<file path="src/rtl/painterengine_gpu_pkg.sv">
// Shared GPU constants: DMA reader state codes and AXI response encodings.
package painterengine_gpu_pkg;

    typedef enum logic [7:0] {
        ST_INIT          = 8'h00,
        ST_ADDR          = 8'h01,
        ST_DATA          = 8'h02,
        ST_DONE          = 8'h03,
        ST_ERROR_RESP    = 8'h04,
        ST_ERROR_ALIGN   = 8'h05,
        ST_ERROR_TIMEOUT = 8'h06
    } dma_state_e;

    localparam logic [1:0] AXI_RESP_OKAY = 2'b00;

    function automatic logic is_error_state(input dma_state_e s);
        return (s == ST_ERROR_RESP) || (s == ST_ERROR_ALIGN) || (s == ST_ERROR_TIMEOUT);
    endfunction

endpackage

</file>
<file path="src/rtl/painterengine_gpu_dma_reader.sv">
// Single-beat AXI read DMA pushing 32-bit words into a FIFO; a transfer starts on reset release.
// Optional GPU_DMA_READER_ALIGN_CHECK_EN rejects unaligned start addresses instead of masking them.
module painterengine_gpu_dma_reader
    import painterengine_gpu_pkg::*;
#(
    parameter int P_TIMEOUT_CYCLES = 1024
) (
    input  logic        i_wire_clock,
    input  logic        i_wire_resetn,
    input  logic [31:0] i_wire_address,
    input  logic [31:0] i_wire_length,
    output logic        o_wire_done,
    output logic        o_wire_error,
    output logic [31:0] o_wire_m_axi_araddr,
    output logic        o_wire_m_axi_arvalid,
    input  logic        i_wire_m_axi_arready,
    input  logic [31:0] i_wire_m_axi_rdata,
    input  logic [1:0]  i_wire_m_axi_rresp,
    input  logic        i_wire_m_axi_rvalid,
    output logic        o_wire_m_axi_rready,
    output logic        o_wire_fifo_write_enable,
    output logic [31:0] o_wire_fifo_write_data,
    input  logic        i_wire_fifo_full,
    output logic [31:0] o_wire_state
);

    localparam logic [31:0] TIMEOUT_LAST = 32'(P_TIMEOUT_CYCLES - 1);

    dma_state_e  state_q, state_d;
    logic [31:0] addr_q, addr_d;
    logic [31:0] remaining_q, remaining_d;
    logic [31:0] timeout_q, timeout_d;
    logic        arvalid_c, rready_c, push_c;

    // NOTE: state registers use non-blocking assignments so every flop samples pre-edge values.
    always_ff @(posedge i_wire_clock) begin
        if (!i_wire_resetn) begin
            state_q     <= ST_INIT;
            addr_q      <= '0;
            remaining_q <= '0;
            timeout_q   <= '0;
        end else begin
            state_q     <= state_d;
            addr_q      <= addr_d;
            remaining_q <= remaining_d;
            timeout_q   <= timeout_d;
        end
    end

    // NOTE: every variable gets a default before the case so no path infers a latch.
    always_comb begin
        state_d     = state_q;
        addr_d      = addr_q;
        remaining_d = remaining_q;
        timeout_d   = timeout_q;
        arvalid_c   = 1'b0;
        rready_c    = 1'b0;
        push_c      = 1'b0;

        unique case (state_q)
            ST_INIT: begin
                addr_d      = i_wire_address;
                remaining_d = i_wire_length;
`ifdef GPU_DMA_READER_ALIGN_CHECK_EN
                if (i_wire_address[1:0] != 2'b00) begin
                    state_d = ST_ERROR_ALIGN;
                end else if (i_wire_length == 32'd0) begin
                    state_d = ST_DONE;
                end else begin
                    state_d = ST_ADDR;
                end
`else
                if (i_wire_length == 32'd0) begin
                    state_d = ST_DONE;
                end else begin
                    state_d = ST_ADDR;
                end
`endif
            end

            ST_ADDR: begin
                arvalid_c = 1'b1;
                if (i_wire_m_axi_arready) begin
                    state_d = ST_DATA;
                end else if (timeout_q == TIMEOUT_LAST) begin
                    state_d = ST_ERROR_TIMEOUT;
                end else begin
                    timeout_d = timeout_q + 32'd1;
                end
            end

            ST_DATA: begin
                rready_c = !i_wire_fifo_full;
                if (i_wire_m_axi_rvalid && rready_c) begin
                    if (i_wire_m_axi_rresp == AXI_RESP_OKAY) begin
                        push_c      = 1'b1;
                        addr_d      = addr_q + 32'd4;
                        remaining_d = remaining_q - 32'd1;
                        state_d     = (remaining_q == 32'd1) ? ST_DONE : ST_ADDR;
                    end else begin
                        state_d = ST_ERROR_RESP;
                    end
                end else if (!i_wire_fifo_full) begin
                    // A full FIFO is back-pressure, not a stalled slave: the count freezes.
                    if (timeout_q == TIMEOUT_LAST) begin
                        state_d = ST_ERROR_TIMEOUT;
                    end else begin
                        timeout_d = timeout_q + 32'd1;
                    end
                end
            end

            default: ;
        endcase

        // Each handshake also changes state, so this one clear covers both cases.
        if (state_d != state_q) begin
            timeout_d = '0;
        end
    end

`ifdef GPU_DMA_READER_ALIGN_CHECK_EN
    assign o_wire_m_axi_araddr = addr_q;
`else
    assign o_wire_m_axi_araddr = addr_q & 32'hFFFF_FFFC;
`endif

    assign o_wire_m_axi_arvalid = arvalid_c;
    assign o_wire_m_axi_rready  = rready_c;
    // Gated by reset so an abandoned beat is never pushed on the reset edge.
    assign o_wire_fifo_write_enable = push_c && i_wire_resetn;
    assign o_wire_fifo_write_data   = i_wire_m_axi_rdata;
    assign o_wire_done  = (state_q == ST_DONE);
    assign o_wire_error = is_error_state(state_q);
    assign o_wire_state = {24'd0, state_q};

endmodule

</file>
<file path="config.mk">
export PLATFORM = sky130hd
export DESIGN_NAME = painterengine_gpu_dma_reader
export DESIGN_NICKNAME = d
export VERILOG_FILES = /design/src/rtl/painterengine_gpu_pkg.sv /design/src/rtl/painterengine_gpu_dma_reader.sv
export SDC_FILE = /design/constraint.sdc
export NUM_CORES = 1
export LEC_CHECK = 0
export BUFFER_PORTS_ARGS = -buffer_cell sky130_fd_sc_hd__buf_4
export CORE_UTILIZATION = 50
export DETAILED_ROUTE_END_ITERATION = 6
export MAX_ROUTING_LAYER = met4
export PLACE_DENSITY_LB_ADDON = 0.12
export SETUP_SLACK_MARGIN = 0.02
export SLEW_MARGIN = 30
export SYNTH_ARGS = -nofsm -noshare
export SYNTH_HDL_FRONTEND = slang
export SYNTH_SLANG_ARGS = --single-unit
export TNS_END_PERCENT = 50
</file>
<file path="constraint.sdc">
create_clock -name i_wire_clock -period 3.2 [get_ports i_wire_clock]
set_clock_uncertainty 0.1 [all_clocks]
set_input_delay 0.16 -clock i_wire_clock [delete_from_list [all_inputs] [get_ports i_wire_clock]]
set_output_delay 0.16 -clock i_wire_clock [all_outputs]
set_load 0.02 [all_outputs]
</file>
==> impl_results.md <==
- Worst hold start: i_wire_address[25]
- Die Span X: around 110 µm
- Fin nets: approximately 1000
- Clk_lat worst skew: around 360 ps
- Fin Hold WS: between 9 and 10 ps
- DRC Markers: 0
- Initial Util: about 50%
- Initial DRC count: 755
- GPL Wtd Cong: between 0.8 and 0.9
- Yosys reg bits: around 100
- Filler cells: approximately 1100
- Commonest non-fill, non-tap cells in the layout: 129 x buf_4, 102 x dfxtp_1, 85 x nor2_1
- Fin area: around 0.0073 mm²
- Syn_area_per_cell: between 7 and 8 µm²
- Largest net degree at the start of global routing: 42
- P_int: 2340 µW
- Main synth FF type: dfxtp_1
- Core Footprint: ~0.012 mm²
- Final Critical Period: 2970 ps
- Layout area overhead: 17.4%
- Fraction of registers with async set/reset: 0%
- Critical Path Fanout Max: 32
- Die area: around 0.013 mm²
- Unrepaired setup endpoints after global routing: no
- Comb power frac: roughly 28%
- Period utilisation layout: roughly 93%
- Worst slew pin tran: 855 ps
- Commonest non-fill, non-tap cell in the layout: buf_4
- Leak: 0.00272 µW
- Io pins: 204
- Gr usage total: between 20% and 30%
- Clk sink count: a little over 100
- Yosys warning total: 0
- Slowest-stage cell, CP: or4_1
- Global-route wire length before repair: about 29000 µm
- Synth top area cells: dfxtp_1 33%, buf_4 7.0%, nor2_1 5.1%
- Post-CTS Hold Fix Bufs: 8
- Worst Setup SP: state_q[6]
- Post-route setup TNS: 0 ps
- Post-route insts no fill: 1081
- Cells after DPL: about 1100
- Vias: 6499
- Clk pin slew, worst setup/hold paths: about 70 ps
- Initial antenna violation count: 0
- Register area: 0.00204 mm²
- Max-slew violations: 0
- Fin. Hold Viols: 0
- Relative slew margins: a little over two fifths
- Post-DRT Antenna Nets: 0
- Port bufs: 111
- Sequential area share after synthesis: between 30% and 40%
- Psw: 1300 µW
- Worst r2r src: state_q[6]
- CTS tree: done
- Post-DP Area: 0.00696 mm²
- Die height: between 100 and 150 µm
- HPWL after DPL: about 12000 µm
- Setup crit end kind: register
- Pwr/cell area: 497 mW/mm²
- Resize count post-CTS: 0
- Max Cap Viol: 0
- H-tree levels: 3
- Run status: completed
- CTS buffer count: 9
- Total grt overflow: 0
- DR WL/cell: around 17 µm
- Post-CTS setup buffers: 0
- Crit path DAT: approximately 3200 ps
- # diodes: 0
- Max incr delay on CP: 580 ps
- Final WL: around 18000 µm
- DR pass1 iterations: 6
- Switching portion of total power: a little over a third
- Post-synth top area share: 32.7%
- Post-synthesis cell type count: 67
- Highest clock rate: 337 MHz
- CP bufs+invs: 1
- Crit path cell chain: or4_1 > or3_2 > nor4_1 > nand3_1 > a211o_1 > buf_4 > a21oi_1
- Hold Crit Class: in -> reg
- Vias/cell: roughly 6.0
- CTS max path bufs: 2
- Clock network power share: a little under a third
- Vias in the first global route: between 5000 and 6000
- Multi-input gate area: approximately 0.0036 mm²
- Synth area leader: dfxtp_1
- Sequential Power Share: a little over two fifths
- Req. time, crit path: about 3400 ps
- Crit Path Category: reg -> reg
- Share of cells above drive strength 1: ~18%
- VDD IR max: 0.342 mV
- Number of flops mapped to enable cells by yosys: 0
- Final core utilization: 60.5%
- Mapped Cells: 838
- CTS Root Cell: clkbuf_16
- Post-Syn Area: approximately 0.0062 mm²
- # rows: 40
- Worst setup SP type: register
- Setup violators final: 0
- Crit path max-delay family: simple AND/OR/NAND/NOR gates
-- registers in the layout, indices dropped and copies added, names as in the netlist --
signal and flops:
state_q 8, remaining_q 32, addr_q 30, timeout_q 32
-- cell usage after synthesis, types with 15 or more instances --
cell type / count
nand4_1: 17
xnor2_1: 25
nor3_1: 44
and2_1: 15
buf_4: 58
o21ai_0: 53
clkbuf_1: 43
dfxtp_1: 102
nand3_1: 40
inv_1: 15
nand2_1: 79
nor2_1: 85
nor4_1: 34
a21oi_1: 59
-- cell families (layout without fill, tap and decap cells) --
group,count (synthesis),in the layout,synth area share [%]
compound gates,206,206,20.6
xor+xnor,30,30,4.21
fa+ha+maj,4,4,0.802
buf+inv,120,170,10.8
flops,102,102,32.7
mux,2,2,0.341
other cells,1,26,0.0601
simple gates,373,373,30.4
-- worst register-to-register path, delay by kind of cell (launching register included) --
kind	cells	cell delay (ps)
and+or+nand+nor	4	1750
buffers and inverters	1	240
AOI/OAI and AO/OA	2	480
DFF	1	340
-- per-layer routing --
layer / track usage, % / share of wire (%)
met1: 37.1 / 45
met3: 5.10 / 7.5
met5: - / 0
met2: 44.7 / 46
met4: 8.25 / 1.5
-- through the flow --
| step | setup slack [ps] | power [µW] |
|---|---|---|
| finish | 233 | 3640 |
| floorplan | 392 | 2260 |
| global route | 95.1 | 3820 |
| CTS | 260 | 3650 |
| global placement | 314 | 2520 |
| detailed placement | 285 | 2550 |
-- final timing paths --
| kind | cells after the start | slack [ps] | to |
|---|---|---|---|
| worst min-delay path | 3 | 9 | addr_q[25] |
| worst max-delay path | 7 | 230 | timeout_q[1] |
| worst max register to register | 7 | 230 | timeout_q[1] |
| worst min register to register | 2 | 380 | remaining_q[31] |
-- power by group through the flow --
stage / Clock, µW / Sequential, µW / Combinational, µW
CTS: 1110 / 1530 / 1010
global placement: 0 / 1550 / 969
floorplan: 0 / 1590 / 669
global route: 1160 / 1550 / 1110
finish: 1090 / 1530 / 1010
detailed placement: 0 / 1560 / 993
-- final cells by class --
type | count | share of cell area, %
Tap cell | 168 | 2.87
Sequential cell | 102 | 27.9
Timing Repair Buffer | 139 | 14.9
Clock buffer | 9 | 3.07
Inverter | 15 | 0.768
Multi-Input combinational cell | 641 | 49.7
Clock inverter | 7 | 0.854
Power figures use the tool's default switching activity.
